### config.mk
export PLATFORM = sky130hd
export DESIGN_NAME = fetch_stage
export DESIGN_NICKNAME = d
export VERILOG_FILES = /design/src/rtl/fetch_pkg.sv /design/src/rtl/fetch_stage.sv
export SDC_FILE = /design/constraint.sdc
export NUM_CORES = 1
export LEC_CHECK = 0
export BUFFER_PORTS_ARGS = -buffer_cell sky130_fd_sc_hd__buf_2
export CORE_ASPECT_RATIO = 1.25
export CORE_MARGIN = 10
export CORE_UTILIZATION = 55
export CTS_BUF_LIST = sky130_fd_sc_hd__clkbuf_4
export CTS_CLUSTER_SIZE = 30
export DETAILED_ROUTE_END_ITERATION = 8
export MAX_ROUTING_LAYER = met4
export PLACE_DENSITY_LB_ADDON = 0.25
export SLEW_MARGIN = 20
export SYNTH_ARGS = -nofsm -noshare
export SYNTH_HDL_FRONTEND = slang
export SYNTH_SLANG_ARGS = --single-unit
### constraint.sdc
create_clock -name clk -period 4.4 [get_ports clk]
set_clock_uncertainty 0.2 [all_clocks]
set_input_delay 0.44 -clock clk [delete_from_list [all_inputs] [get_ports clk]]
set_output_delay 0.44 -clock clk [all_outputs]
set_load 0.005 [all_outputs]
### src/rtl/fetch_pkg.sv
// Shared definitions for the instruction-fetch stage.
//   fetch_state_t : fetch controller states
//   PC_INCR       : byte distance between sequential instructions
package fetch_pkg;

    typedef enum logic [1:0] {
        StIdle, // nothing outstanding, hold buffer empty
        StWait, // one request outstanding
        StHold, // hold buffer full, nothing outstanding
        StKill  // one wrong-path request outstanding, response will be dropped
    } fetch_state_t;

    localparam int unsigned PC_INCR = 4;

endpackage

### src/rtl/fetch_stage.sv
// Instruction-fetch stage feeding the IF/ID pipeline register.
// Owns the fetch PC and keeps at most one request in flight to instruction memory.
// A 1-entry hold buffer absorbs downstream stalls. An EX redirect squashes wrong-path fetches.
//
// Ports:
//   clk, rst          : clock, synchronous active-high reset
//   stall             : downstream not accepting this cycle
//   redirect          : taken branch/jump from EX
//   redirect_pc       : redirect target
//   imem_req          : fetch request valid
//   imem_addr         : fetch address (always the current fetch PC)
//   imem_ready        : memory accepts the request this cycle
//   imem_rvalid       : in-order response valid
//   imem_rdata        : response instruction
//   ins_valid         : ins_out/pc_out/pc_plus4_out carry a real instruction
//   ins_out           : fetched instruction (0 when not valid)
//   pc_out            : its address (0 when not valid)
//   pc_plus4_out      : pc_out + 4 with wrap (0 when not valid)
module fetch_stage
    import fetch_pkg::*;
#(
    parameter int unsigned         DATA_WIDTH = 32,
    parameter int unsigned         PC_WIDTH   = 32,
    parameter logic [PC_WIDTH-1:0] RESET_PC   = '0
) (
    input  logic                  clk,
    input  logic                  rst,
    input  logic                  stall,
    input  logic                  redirect,
    input  logic [PC_WIDTH-1:0]   redirect_pc,
    output logic                  imem_req,
    output logic [PC_WIDTH-1:0]   imem_addr,
    input  logic                  imem_ready,
    input  logic                  imem_rvalid,
    input  logic [DATA_WIDTH-1:0] imem_rdata,
    output logic                  ins_valid,
    output logic [DATA_WIDTH-1:0] ins_out,
    output logic [PC_WIDTH-1:0]   pc_out,
    output logic [PC_WIDTH-1:0]   pc_plus4_out
);

    localparam logic [PC_WIDTH-1:0] Incr = PC_WIDTH'(PC_INCR);

    fetch_state_t          state_q, state_d;
    logic [PC_WIDTH-1:0]   fetch_pc_q, fetch_pc_d;
    logic [PC_WIDTH-1:0]   req_pc_q;
    logic [PC_WIDTH-1:0]   hold_pc_q;
    logic [DATA_WIDTH-1:0] hold_ins_q;
    logic                  outstanding_q, outstanding_d;

    logic accept;
    logic capture;
    logic from_hold;

    assign imem_addr = fetch_pc_q;
    assign accept    = imem_req & imem_ready;

    // Handshake outputs; redirect and reset suppress both request and delivery.
    always_comb begin
        imem_req  = 1'b0;
        ins_valid = 1'b0;
        from_hold = 1'b0;
        unique case (state_q)
            StIdle: imem_req = 1'b1;
            StWait: begin
                // Issue the next request in the same cycle the response is taken,
                // which keeps the stream at one instruction per cycle.
                imem_req  = imem_rvalid & ~stall;
                ins_valid = imem_rvalid;
            end
            StHold: begin
                imem_req  = ~stall;
                ins_valid = 1'b1;
                from_hold = 1'b1;
            end
            StKill: begin
                imem_req  = 1'b0;
                ins_valid = 1'b0;
            end
            default: begin
                imem_req  = 1'b0;
                ins_valid = 1'b0;
            end
        endcase
        if (rst || redirect) begin
            imem_req  = 1'b0;
            ins_valid = 1'b0;
        end
    end

    // Data outputs are zeroed whenever nothing valid is presented.
    always_comb begin
        ins_out      = '0;
        pc_out       = '0;
        pc_plus4_out = '0;
        if (ins_valid) begin
            ins_out      = from_hold ? hold_ins_q : imem_rdata;
            pc_out       = from_hold ? hold_pc_q : req_pc_q;
            pc_plus4_out = pc_out + Incr;
        end
    end

    // Tracks whether memory still owes a response after this cycle, independent of
    // the FSM, so a reset or redirect knows whether a stale response is on its way.
    assign outstanding_d = accept | (outstanding_q & ~imem_rvalid);

    always_comb begin
        state_d = state_q;
        capture = 1'b0;
        unique case (state_q)
            StIdle: begin
                if (accept) state_d = StWait;
            end
            StWait: begin
                if (imem_rvalid) begin
                    if (stall) begin
                        state_d = StHold;
                        capture = 1'b1;
                    end else begin
                        state_d = accept ? StWait : StIdle;
                    end
                end
            end
            StHold: begin
                if (!stall) state_d = accept ? StWait : StIdle;
            end
            StKill: begin
                if (imem_rvalid) state_d = StIdle;
            end
            default: state_d = StIdle;
        endcase
        // Redirect drops the buffer; a response still owed is squashed in StKill.
        if (redirect) begin
            state_d = outstanding_d ? StKill : StIdle;
            capture = 1'b0;
        end
    end

    always_comb begin
        fetch_pc_d = fetch_pc_q;
        if (redirect) begin
            fetch_pc_d = redirect_pc;
        end else if (accept) begin
            fetch_pc_d = fetch_pc_q + Incr;
        end
    end

    // outstanding_q is intentionally outside the reset so a response that was in
    // flight when reset hit is still recognised and discarded afterwards.
    always_ff @(posedge clk) begin
        outstanding_q <= outstanding_d;
    end

    always_ff @(posedge clk) begin
        if (rst) begin
            state_q    <= outstanding_d ? StKill : StIdle;
            fetch_pc_q <= RESET_PC;
            req_pc_q   <= '0;
            hold_pc_q  <= '0;
            hold_ins_q <= '0;
        end else begin
            state_q    <= state_d;
            fetch_pc_q <= fetch_pc_d;
            if (accept) begin
                req_pc_q <= fetch_pc_q;
            end
            if (capture) begin
                hold_ins_q <= imem_rdata;
                hold_pc_q  <= req_pc_q;
            end
        end
    end

endmodule
# Word-level counts from Yosys, hierarchy flattened
# Cells that the tools add are included.
totals:
  register_bits: 131
  in_bits: 70
  output_inout_bits: 130
  elab_cells: 51
classes:
  addsub: 2
  n_eq_ne: 7
  mux: 26
  bitwise: 6
  reduce_logical: 4
ops:
  columns: ["operator", "count"]
  rows:
  - ["32-bit two-way mux", 7]
  - ["32-bit by 3-bit adder with 32-bit output, second input constant", 2]
  - ["2-bit two-way mux", 8]
  - ["4-bit != test, second input constant", 4]
  - ["1-bit two-way mux", 8]
  - ["2-bit case mux with 4 select lines", 1]
  - ["2-bit == test, second input constant", 2]
  - ["1-bit case mux with 4 select lines", 1]
  - ["4-bit AND reduction", 1]
  - ["1-bit AND", 3]
  - ["2-bit by 1-bit == test with 1-bit output, second input constant", 1]
  - ["2-bit zero test", 1]
  - ["1-bit NOT", 2]
  - ["1-bit case mux with 2 select lines", 1]
  - ["2-bit nonzero test", 1]
  - ["1-bit logical OR", 1]
  - ["1-bit bitwise OR", 1]

# Longest topological paths before layout
depth:
  depth_word: 11
  mapped_depth: 13
  depth_no_buf: 9

# Least setup slack after synthesis
# Ideal clock, no wire load.
synth_path:
  kind: "register to output"
  from: "register state_q[0]"
  to: "output port pc_plus4_out[26]"
  arrival_time_ns: 2.808
  required_ns: 3.760
  setup_slack_ns: 0.952
  path_stages_with_launch: 14
  path_buffers: 4
  path_cell_list: "edfxtp_1 inv_1 ha_1 buf_4 buf_4 buf_2 mux2_2 ha_1 inv_1 a211oi_4 nand4_1 buf_2 o31a_1 nor3_1"
synth_via:
  elab_chain_len: 5
  word_cells_on_any_way: 8
  cone_classes: "1 x add/sub; 2 x eq/ne; 5 x mux"
synth_lines:
  columns: ["item", "line_no", "source"]
  rows:
  - ["from (decl)", "fetch_stage.sv:44", "fetch_state_t state_q, state_d;"]
  - ["from (signal assigned)", "fetch_stage.sv:156", "state_q <= outstanding_d ? StKill : StIdle;"]
  - ["from (signal assigned)", "fetch_stage.sv:162", "state_q <= state_d;"]
  - ["2-bit == test", "fetch_stage.sv:63", "unique case (state_q)"]
  - ["1-bit two-way mux", "fetch_stage.sv:63", null]
  - ["32-bit two-way mux", "fetch_stage.sv:98", "pc_out = from_hold ? hold_pc_q : req_pc_q;"]
  - ["32-bit by 3-bit adder with 32-bit output", "fetch_stage.sv:99", "pc_plus4_out = pc_out + Incr;"]
  - ["32-bit two-way mux *", "fetch_stage.sv:96", "if (ins_valid) begin"]
  - ["to (decl)", "fetch_stage.sv:39", "output logic [PC_WIDTH-1:0] pc_plus4_out"]
# Mark *: on every way between the ends. The rest lies on a longest branch, timed or not.

# Final worst setup path
layout_path:
  from: "register state_q[0]"
  to: "output port pc_plus4_out[27]"
# The elaborated chain is that of the path after synthesis.

==> summary.txt <==
Yosys
  – Synth top area cells: dfxtp_1, nand2_1, mux2i_1
  – Sequential area share after synthesis: between 30% and 40%
  – Top FF cell, synth: dfxtp_1
  – YS warnings: 0
  – Netlist cell types: between 60 and 70
  – EDFF count, synth: 2
  – Yosys top cell by area: dfxtp_1
  – Mapped Cells: 960
  – Netlist Area Pre-Place: 7250 um2
  – Number of synthesized register bits: between 100 and 150
  – Syn Area/Cell: 7.55 um2
  – Synth top area share: between 30 and 40%
  – FFs w/ async S/R, synth: 0%
  – Post-synthesis net count: 1,036

Timing
  – RSZ-0062 raised after global routing: false
  – Fmax: around 240 MHz
  – Slew Viols, Final: 0
  – # setup viols final: 0
  – Final worst-path cycle share: 94.4%
  – Min Tclk post-route: around 4200 ps
  – Least-Margin Pin Slew: 915 ps
  – Slew margin rel.: approximately two fifths
  – Setup_tns: 0 ps
  – Setup ws final: between 200 and 250 ps
  – Hold Fails Final Rpt: 0

Clock network
  – Worst skew pair latency: around 570 ps
  – Cts bufs inserted: 17
  – Clock transition at path regs: about 130 ps
  – Root buf cell: clkbuf_4
  – CTS Sinks: 131
  – H-tree depth: 4
  – Max Buffers Root-to-Sink: 2
  – TritonCTS clock tree: done

GRT
  – Met1 usage: between 30% and 40%
  – Largest net degree at the start of global routing: 88
  – Remaining Overflow, GRT: 0
  – Grt met2 use: approximately two fifths
  – Initial antenna violation count: 1
  – Vias in the first global route: 7,252
  – GR peak layer: met2
  – Met3 usage: under 10%
  – First-pass GRT wire length: between 30,000 and 40,000 um
  – GRT Util Overall: approximately 25%

Layout
  – Syn-to-layout area delta: 26.1%
  – Most common cell after layout, fill and taps aside: nand2_1
  – Post-route design area: just over 9000 um2
  – Final Net Count: between 1,000 and 1,500
  – Most frequent cells in the layout: nand2_1, buf_2, dfxtp_1
  – Layout cell share with drive strength beyond 1: 22.0%

Die
  – Core box area: ~13,000 um2
  – Die Y: roughly 150 um
  – Num ports: 200
  – Initial Util: a little under three fifths
  – Die area: around 18,000 um2
  – Cell row count: between 40 and 50
  – Die W: roughly 120 um

Critical path
  – Reg2reg start: state_q[0]
  – Crit. End Element: output pin
  – Setup slack, reg-to-reg: 1270 ps
  – CP Max Fanout: 27
  – CP startpoint kind: register
  – Critical Setup Path Class: reg2out
  – Crit path DAT: 3520 ps
  – Critical R2R Capture: imem_addr[29]
  – Path depth of the worst reg2reg path: 8
  – Critical Path RT: 3760 ps

Route
  – Initial drt markers: 790
  – Vias per cell: about 5.6
  – DRC: 0
  – Wire per inst: approximately 17 um
  – Via count: 7,671
  – Aggregate routed wire length: 22,700 um
  – Post-route antenna net violation count: 0
  – First-pass DRT Iterations: 5

Power
  – Worst VDD drop: 0.154 mV
  – PD cells: roughly 260 nW/um2
  – LEAKAGE: about 3.5 nW

Placement
  – Dpl ws: between 700 and 800 ps
  – Routability Congestion: about 0.9
  – Dpl hpwl: roughly 16,000 um
  – Placed inst area: between 8000 and 9000 um2
  – I/O Buffers: approximately 200

Run status
  – Status: completed

Run
  – Max-cap violation count: 0

Hold path
  – Hold_sp: redirect
  – Hold path depth: 3
  – Worst hold path type: in2reg
  – Hold EP: imem_addr[22]
==> state kept, by name (all words and copies together) (netlist names) <==
signal	flops
outstanding_q	1
hold_ins_q	32
req_pc_q	32
imem_addr	32
state_q	2
hold_pc_q	32
==> per-layer routing <==
layer,wire length [um],up-vias
met2,10400,308
met1,9750,3539
met5,0,-
met4,456,0
li1,-,3787
met3,2010,37
==> cells by family (layout without fill, tap and decap cells) <==
kind of cell    after synthesis  after routing  synth area share (%)
other cells                   0              1                     0
buf+inv                      82            320                  4.95
mux                          73             73                  10.2
flops                       131            131                  36.4
simple gates                462            462                  29.0
xor+xnor                     28             28                  3.38
compound gates              178            178                  15.0
fa+ha+maj                     6              6                  1.04
==> worst max path at each step <==
stage	slack, ps	depth (start not counted)	endpoint	from
after floorplan	950	13	pc_plus4_out[26]	state_q[0]
after global placement	810	9	pc_plus4_out[27]	state_q[0]
after detailed placement	760	9	pc_plus4_out[27]	state_q[0]
after CTS	130	9	pc_plus4_out[27]	state_q[0]
after global routing	30	9	pc_plus4_out[27]	state_q[0]
final	240	9	pc_plus4_out[27]	state_q[0]
==> Yosys cell counts (2+ instances only) <==
cell       count
nand4b_1       6
a311oi_1       3
a21oi_1      109
o31ai_1        3
nor3_1        19
buf_6          2
nand2_1      228
ha_1           6
dfxtp_1      129
nand2b_1       3
buf_2         11
a22oi_1        2
nor2_1       101
nand4_1       16
and3_1         7
xnor2_1       25
or3_1          5
o31a_1         8
nor4_1        16
edfxtp_1       2
a2111oi_0      2
inv_1         10
and2_1         7
nand3b_1       5
buf_1          9
o21a_1         3
a21o_1         2
xor2_1         3
o21ai_0        9
or4_1          2
mux2_2         7
nor3b_1        3
nand3_1       25
a211oi_1      21
nor2b_1        2
clkbuf_1      44
a31oi_1        4
mux2i_1       66
buf_4          6
and4_1         6
==> area by class of cell <==
class / count / area, um2
repair buffers: 279 / 1770
clock buffers: 18 / 135
flip-flops and latches: 131 / 2640
inverters: 10 / 37.5
fillers: 1045 / 3690
diodes: 1 / 2.50
multi-input cells: 747 / 4280
clock inverters: 13 / 71.3
well taps: 168 / 210
==> report_power, final <==
| group | internal (mW) | switching, mW |
|---|---|---|
| clock | 0.212 | 0.443 |
| combinational | 0.206 | 0.258 |
| sequential | 1.23 | 0.0467 |
| total | 1.64 | 0.748 |
==> worst max-delay path, stage by stage (launching register included) <==
cell and delay, ps:
edfxtp_1 430, inv_1 140, ha_4 330, buf_6 320, nand4_1 150, a221o_1 510, nand3b_1 270, a211oi_1 290
mux2_2 360, buf_2 130
==> timing repair <==
action,4_1_cts,5_1_grt
hold buffers,65,0
setup buffers,0,2
endpoints found under the setup margin,0,6
hold endpoints to repair,65,0
resized for setup,0,2
==> per-stage QoR <==
stage	instances	util, %	hold WS (ps)	power (mW)
floorplan	960	-	230	1.57
global placement	1268	64.4	241	1.70
detailed placement	1268	64.4	246	1.71
CTS	1364	71.1	75.0	2.39
global route	1367	71.3	71.3	2.51
finish	1367	71.3	85.7	2.39
(Power assumes the default switching activity.)
